--- src/rtl/signal_sequencer.sv ---
// Commanded playback sequencer for the waveform ROM: steps the read address by a
// programmable increment for a bounded (or continuous) number of table periods.
`timescale 1ns/1ps
module signal_sequencer #(
  parameter int NB_SEL   = 2,
  parameter int NB_COUNT = 10,
  parameter int NB_STEP  = 4,
  parameter int NB_BURST = 8
) (
  input  logic                i_clock,
  input  logic                i_reset,
  input  logic                i_cmd_valid,
  output logic                o_cmd_ready,
  input  logic [NB_SEL-1:0]   i_cmd_sel,
  input  logic [NB_STEP-1:0]  i_cmd_step,
  input  logic [NB_BURST-1:0] i_cmd_periods,
  input  logic                i_stop,
  output logic [NB_COUNT-1:0] o_addr,
  output logic [NB_SEL-1:0]   o_sel,
  output logic                o_valid,
  output logic                o_done
);

  typedef enum logic {IDLE, RUN} state_t;

  state_t              state;
  logic [NB_STEP-1:0]  step;
  logic [NB_BURST-1:0] remaining;
  logic [NB_COUNT:0]   next_addr;
  logic                carry;

  // One extra bit on the adder exposes the table wrap as a carry
  assign next_addr   = {1'b0, o_addr} + {{(NB_COUNT + 1 - NB_STEP){1'b0}}, step};
  assign carry       = next_addr[NB_COUNT];
  assign o_cmd_ready = (state == IDLE);

  always_ff @(posedge i_clock) begin
    if (i_reset) begin
      state     <= IDLE;
      o_addr    <= '0;
      o_sel     <= '0;
      o_valid   <= 1'b0;
      o_done    <= 1'b0;
      step      <= NB_STEP'(1);
      remaining <= '0;
    end else begin
      case (state)
        IDLE: begin
          o_done  <= 1'b0;
          o_valid <= 1'b0;
          o_addr  <= '0;
          if (i_cmd_valid) begin
            state     <= RUN;
            o_valid   <= 1'b1;
            o_sel     <= i_cmd_sel;
            step      <= (i_cmd_step == '0) ? NB_STEP'(1) : i_cmd_step;
            remaining <= i_cmd_periods;
          end
        end
        RUN: begin
          o_done <= 1'b0;
          // A stop beats the final carry, so an aborted burst never reports done
          if (i_stop) begin
            state   <= IDLE;
            o_addr  <= '0;
            o_valid <= 1'b0;
          end else if (carry && remaining == NB_BURST'(1)) begin
            state   <= IDLE;
            o_addr  <= '0;
            o_valid <= 1'b0;
            o_done  <= 1'b1;
          end else begin
            o_addr <= next_addr[NB_COUNT-1:0];
            // remaining == 0 marks continuous playback and is left untouched
            if (carry && remaining != '0)
              remaining <= remaining - NB_BURST'(1);
          end
        end
      endcase
    end
  end

endmodule

--- config.mk ---
export PLATFORM = sky130hd
export DESIGN_NAME = signal_sequencer
export DESIGN_NICKNAME = d
export VERILOG_FILES = /design/src/rtl/signal_sequencer.sv
export SDC_FILE = /design/constraint.sdc
export NUM_CORES = 1
export LEC_CHECK = 0
export ABC_CLOCK_PERIOD_IN_PS = 2600
export CAP_MARGIN = 10
export CORE_MARGIN = 2
export CORE_UTILIZATION = 40
export DETAILED_ROUTE_END_ITERATION = 12
export GPL_TIMING_DRIVEN = 0
export PLACE_DENSITY = 0.64
export SKIP_LAST_GASP = 1
export SYNTH_ARGS = -nofsm -noshare
export SYNTH_HDL_FRONTEND = slang
export SYNTH_SLANG_ARGS = --single-unit
--- constraint.sdc ---
create_clock -name i_clock -period 2.6 [get_ports i_clock]
set_input_delay 0.26 -clock i_clock [delete_from_list [all_inputs] [get_ports i_clock]]
set_output_delay 0.26 -clock i_clock [all_outputs]
set_load 0.05 [all_outputs]
==> metrics.txt, run 1 <==
result of the run=finished clean; Sw Pwr=about 240 uW; H-tree depth=1; Worst Path Class, Setup=reg -> reg; # setup viols final=0; combinational share of power=20.0%; total of fill cells in the finished design=346; skew final=between 2 and 3 ps; max-cap check violation count=0; ratio of final minimum period to clock period=91.70%; combined area of all synthesized cells=0.001470 mm^2; relative max-transition margin=58.30%; mean cell area of the mapped netlist=8.449 um^2; via count of the routed design=1353; Resize count post-CTS=0; pin count of the biggest net entering global routing=15; site row count=22; startpoint type of the worst setup path=flip-flop; class of the tightest hold or removal check=in -> reg; clock latency of the later-clocked register in the worst-skew pair=270 ps; wire length of the first global-routing pass=5.602 mm; Slew @ Worst Pin=620.8 ps; RSZ-0062 raised after global routing=no; post-detailed-route via-to-cell ratio=between 5 and 6; Starting Density=40.77%; overall routed net length=3.384 mm; syn nets=200; register bit count reported by yosys=27; CTS Root Cell=sky130_fd_sc_hd__clkbuf_8; power per cell area=456.9 mW/mm^2; maximum count of clock buffers along a single path=2; wire per inst=13.17 um; type of element capturing the critical path=flip-flop; number of top-level pins=33; Max VDD drop=approximately 0.00021 V; height of the chip=between 60 and 70 um; clock slew at the register clock pins of the worst setup and hold paths=90 ps; number of nets at the end of the flow=236; chip width=64.63 um; CP arrival=2530 ps; area added between synthesis and finish=28.26%; sequential cell area fraction in the yosys report=36.77%; Final Worst Setup Slack=215.8 ps; area of the multi-input gates=845.8 um^2; share of final-layout standard cells stronger than drive strength 1=under 10%; setup bufs post-CTS=0; floorplan die area=0.004176 mm^2; clock network fraction of total power=27.7%; Achievable Freq=419.4 MHz; EDFF count, synth=0; antenna fix cells=0; sum of net half-perimeters after detailed placement=around 2.6 mm; path depth of the worst reg2reg path=9; remaining antenna violation count=0; internal power contribution=617.7 uW; Fin. Hold Viols=0; TritonCTS clock tree=done; sequence of cells on the critical path=ha_1 -> inv_1 -> fa_1 -> nand2b_1 -> a21o_1 -> or4_4 -> nand2b_2 -> buf_6 -> o22ai_2; longest individual stage delay on the worst path=560 ps; Place WS=224.7 ps; most used flip-flop cell after synthesis=sky130_fd_sc_hd__dfxtp_1; Slowest cell on crit path=sky130_fd_sc_hd__or4_4; clk sinks=27; 1st-iter DRT viols=50; setup tns final=0 ps; CTS Hold Bufs=0; Overflow after GRT=0; iteration count of the initial detailed-routing pass=4; Pins Over Slew Limit=0; required arrival time at the worst endpoint=between 2000 and 3000 ps; PortBufs=31; Yosys warnings=0; Flop pwr share=between 50% and 60%; floorplan core area=around 0.0036 mm^2; flip-flop and latch area=about 540 um^2; number of unique standard cell types used by synthesis=46; highest net fanout along the worst path=10; GRT Resource Usage Total=16.62%; Total Power Consumption=about 860 uW; DRC violations left=0; Hold Path Cell Cnt=2; final worst path period need=2384 ps; net switching share of the total power=28.30%; Synth async-reset ratio=0%; number of antenna violations at the first check in global routing=0; vias in the first global route=approximately 1300; number of CTS-inserted buffers=3; Final GP Congestion=0.8998; Post-Syn Instances=about 170; leakage dissipation=0.6758 nW
## logic make-up (layout without fill, tap and decap cells)
family	after synthesis	after routing	share of synthesized area [%]
and+or+nand+nor	74	74	25.96
AOI/OAI and AO/OA	37	37	18.21
DFF	27	27	36.77
buffers and inverters	18	53	5.702
xor gates and xnor gates	9	9	5.362
adders and majority gates	8	8	7.319
muxes	1	1	0.6809
## Yosys cell counts (3+ instances only)
master / instances / area share [%]
sky130_fd_sc_hd__dfxtp_1: 27 / 37
sky130_fd_sc_hd__nor2_1: 22 / 5.6
sky130_fd_sc_hd__nand2_1: 18 / 4.6
sky130_fd_sc_hd__a21oi_1: 10 / 3.4
sky130_fd_sc_hd__inv_1: 10 / 2.6
sky130_fd_sc_hd__nand3_1: 9 / 3.1
sky130_fd_sc_hd__ha_1: 7 / 6.0
sky130_fd_sc_hd__xnor2_1: 7 / 4.2
sky130_fd_sc_hd__a31oi_1: 5 / 2.1
sky130_fd_sc_hd__a21o_1: 4 / 2.0
sky130_fd_sc_hd__and3_1: 4 / 1.7
sky130_fd_sc_hd__nor3_1: 4 / 1.4
sky130_fd_sc_hd__clkbuf_1: 3 / 0.77
sky130_fd_sc_hd__nor2b_1: 3 / 1.3
## per-stage QoR
step | area, um^2 | util, % | cells | hold WS (ps)
after floorplan | 1470 | - | 174 | 396.0
after global placement | 1841 | 51.04 | 253 | 443.3
after detailed placement | 1841 | 51.04 | 253 | 451.4
after CTS | 1886 | 52.29 | 257 | 427.9
after global routing | 1886 | 52.29 | 257 | 432.8
final | 1886 | 52.29 | 257 | 433.7
## area by class of cell
type / instances / area share, %
multi-input cells: 129 / 44.86
clock buffers: 4 / 2.389
inverters: 10 / 1.991
repair buffers: 31 / 16.46
well taps: 48 / 3.185
flip-flops and latches: 27 / 28.67
plain buffers: 8 / 2.455
## worst paths after layout
kind	to	startpoint	slack, ps
max	o_valid	step[0]	220
min	remaining[5]	i_reset	430
max reg2reg	o_valid	step[0]	220
min reg2reg	o_sel[1]	o_sel[1]	460
## flip-flops by register name, summed over array words and instances (netlist names)
| name | count |
|---|---|
| o_addr | 10 |
| o_done | 1 |
| o_sel | 2 |
| o_valid | 1 |
| remaining | 8 |
| state | 1 |
| step | 4 |
## layer usage
metal,routed length (um),global-route usage [%],vias up
met4,17,5.053,0
li1,-,-,680
met2,1670,29.04,32
met3,143,2.257,2
met5,0,0,-
met1,1552,21.23,639
## cell usage in the layout, fill, tap and decap left out, types with 2 or more instances in the layout
cell / n
sky130_fd_sc_hd__nor2_1: 22
sky130_fd_sc_hd__clkbuf_8: 3
sky130_fd_sc_hd__ha_1: 7
sky130_fd_sc_hd__and3_1: 4
sky130_fd_sc_hd__inv_1: 10
sky130_fd_sc_hd__nand4b_1: 2
sky130_fd_sc_hd__buf_1: 2
sky130_fd_sc_hd__xnor2_1: 7
sky130_fd_sc_hd__nand3_1: 9
sky130_fd_sc_hd__nand2_1: 18
sky130_fd_sc_hd__xor2_1: 2
sky130_fd_sc_hd__nor2b_1: 3
sky130_fd_sc_hd__a21oi_2: 2
sky130_fd_sc_hd__a21oi_1: 10
sky130_fd_sc_hd__a31oi_1: 5
sky130_fd_sc_hd__clkbuf_1: 4
sky130_fd_sc_hd__nand4_1: 2
sky130_fd_sc_hd__a21o_1: 4
sky130_fd_sc_hd__a221oi_1: 2
sky130_fd_sc_hd__a311oi_1: 2
sky130_fd_sc_hd__clkdlybuf4s50_1: 31
sky130_fd_sc_hd__nor3_1: 4
sky130_fd_sc_hd__o211ai_1: 2
sky130_fd_sc_hd__dfxtp_1: 27
sky130_fd_sc_hd__buf_6: 2
## critical path, delay by kind of cell, from the launching register on
kind,cells,cell delay [ps]
flops,1,360
fa+ha+maj,2,600
simple gates,3,840
buf+inv,2,210
compound gates,2,260
## power groups by stage
stage / registers [mW] / clock network, mW / logic, mW
finish: 0.451 / 0.238 / 0.172
global route: 0.454 / 0.263 / 0.188
CTS: 0.451 / 0.244 / 0.172
detailed placement: 0.460 / 0 / 0.172
global placement: 0.460 / 0 / 0.168
floorplan: 0.469 / 0 / 0.100
Note: power is estimated with default switching activity, not from simulation.
==> run 2: changes to the inputs <==
- PLACE_DENSITY: 0.64 -> 0.73
==> run 2 against run 1 <==
Effect of this change:
- flip-flop and latch count stayed put
- sequential share of layout area is 0.057 points lower
- utilization is 0.10 points higher
- register-to-register slack better by 40 ps
==> metrics.txt, run 2 (synthesis results as in run 1) <==
longest individual stage delay on the worst path=560 ps; Final Worst Setup Slack=~260 ps; Non-Filler Cell Area, Final=0.001889 mm^2; final worst path period need=2340 ps; TritonCTS clock tree=done; number of CTS-inserted buffers=3; max-cap check violation count=0; post-detailed-route via-to-cell ratio=5.261; M3 GR Usage=3.646%; DRC violations left=0; ratio of final minimum period to clock period=90.01%; leading cell types in the layout, fill and taps excluded=31 x sky130_fd_sc_hd__clkdlybuf4s50_1, 27 x sky130_fd_sc_hd__dfxtp_1, 22 x sky130_fd_sc_hd__nor2_1, 18 x sky130_fd_sc_hd__nand2_1; most frequent standard cell in the layout excluding fill and tap cells=sky130_fd_sc_hd__clkdlybuf4s50_1; # setup viols final=0; 1st-iter DRT viols=63; PortBufs=31; remaining antenna violation count=0; power per cell area=460.2 mW/mm^2; result of the run=finished clean; chip width=64.63 um; GRT Resource Usage Total=16.83%; Pins Over Slew Limit=0; overall routed net length=3.210 mm; skew final=6.075 ps; iteration count of the initial detailed-routing pass=4; type of element capturing the critical path=flip-flop; class of the tightest hold or removal check=in -> reg; required arrival time at the worst endpoint=2760 ps; number of top-level pins=33; relative max-transition margin=59.04%; tightest hold margin=435.9 ps; Final GP Congestion=about 0.85; CTS Root Cell=sky130_fd_sc_hd__clkbuf_8; Global Route met2 Usage=28.26%; antenna fix cells=0; wire length of the first global-routing pass=5.533 mm; H-tree depth=1; total of fill cells in the finished design=353; Fin. Hold Viols=0; utilization after layout=~52%; vias in the first global route=approximately 1200; Max VDD drop=0.0003503 V; Place WS=259.4 ps; register containing the most flip-flops in the final layout=o_addr; highest net fanout along the worst path=10; Starting Density=40.77%; Top Registers=o_addr x10, remaining x8, step x4; share of final-layout standard cells stronger than drive strength 1=7.656%; flip-flop count of the largest register, all copies and words added=10; Worst Path Class, Setup=reg -> reg; Slew @ Worst Pin=between 600 and 700 ps; Overflow after GRT=0; sequence of cells on the critical path=ha_1 -> inv_1 -> fa_1 -> nand2b_1 -> a21o_1 -> or4_4 -> nand2b_2 -> buf_6 -> o22ai_2; height of the chip=between 60 and 70 um; met1 Resource Use GR=between 20% and 30%; pin count of the biggest net entering global routing=17; Slowest cell on crit path=sky130_fd_sc_hd__or4_4; Total Power Consumption=869.4 uW; Achievable Freq=427.3 MHz; number of standard cells in the final layout excluding fillers=about 260; clock slew at the register clock pins of the worst setup and hold paths=100 ps; floorplan core area=0.003606 mm^2; site row count=22; via count of the routed design=1352; CP arrival=2500 ps; highest-utilization routing layer at the global route stage=met2; clock latency of the later-clocked register in the worst-skew pair=around 280 ps; setup tns final=0 ps; floorplan die area=approximately 0.0042 mm^2; sum of buffers and inverters on the critical path=2; placed cells=253; gate family responsible for the most delay along the worst path=simple AND/OR/NAND/NOR gates; CTS Hold Bufs=0; clk sinks=27; post-detailed-placement cell area=0.001841 mm^2; maximum count of clock buffers along a single path=2; number of antenna violations at the first check in global routing=0; startpoint type of the worst setup path=flip-flop; wire per inst=around 12 um; leakage dissipation=0.6747 nW; area added between synthesis and finish=28.51%; sum of net half-perimeters after detailed placement=2.390 mm; Resize count post-CTS=0; RSZ-0062 raised after global routing=no; setup bufs post-CTS=0; number of nets at the end of the flow=236
-- run 2: worst paths after layout --
kind | slack, ps | end | cells after the start | startpoint
max reg2reg | 260 | o_valid | 9 | step[0]
max | 260 | o_valid | 9 | step[0]
min reg2reg | 470 | o_sel[1] | 2 | o_sel[1]
min | 440 | remaining[5] | 2 | i_reset
-- run 2: power breakdown --
group | switching (mW) | internal, mW | leakage [nW]
logic | 0.0931 | 0.0765 | 0.432
registers | 0.0193 | 0.432 | 0.221
clock network | 0.140 | 0.109 | 0.0217
total | 0.252 | 0.617 | 0.675
-- run 2: worst register-to-register path: cells and delay by family (launching register included) --
family                   cells  cell delay, ps
adder cells (fa/ha/maj)      2             570
buffers and inverters        2             200
AO/OA/AOI/OAI                2             270
flip-flops                   1             350
AND/OR/NAND/NOR              3             850
-- run 2: layout make-up --
cell class	count	area (um^2)	share of cell area [%]
Multi-Input combinational cell	129	845.8	44.77
Sequential cell	27	540.5	28.61
Timing Repair Buffer	31	310.3	16.42
Tap cell	48	60.06	3.179
Buffer	8	46.29	2.450
Clock buffer	3	41.29	2.185
Inverter	10	37.54	1.987
Clock inverter	1	7.507	0.3974
-- run 2: routing by layer --
metal / wire (um) / vias up
li1: - / 682
met3: 175 / 5
met1: 1524 / 620
met5: 0 / -
met4: 27 / 0
met2: 1483 / 45
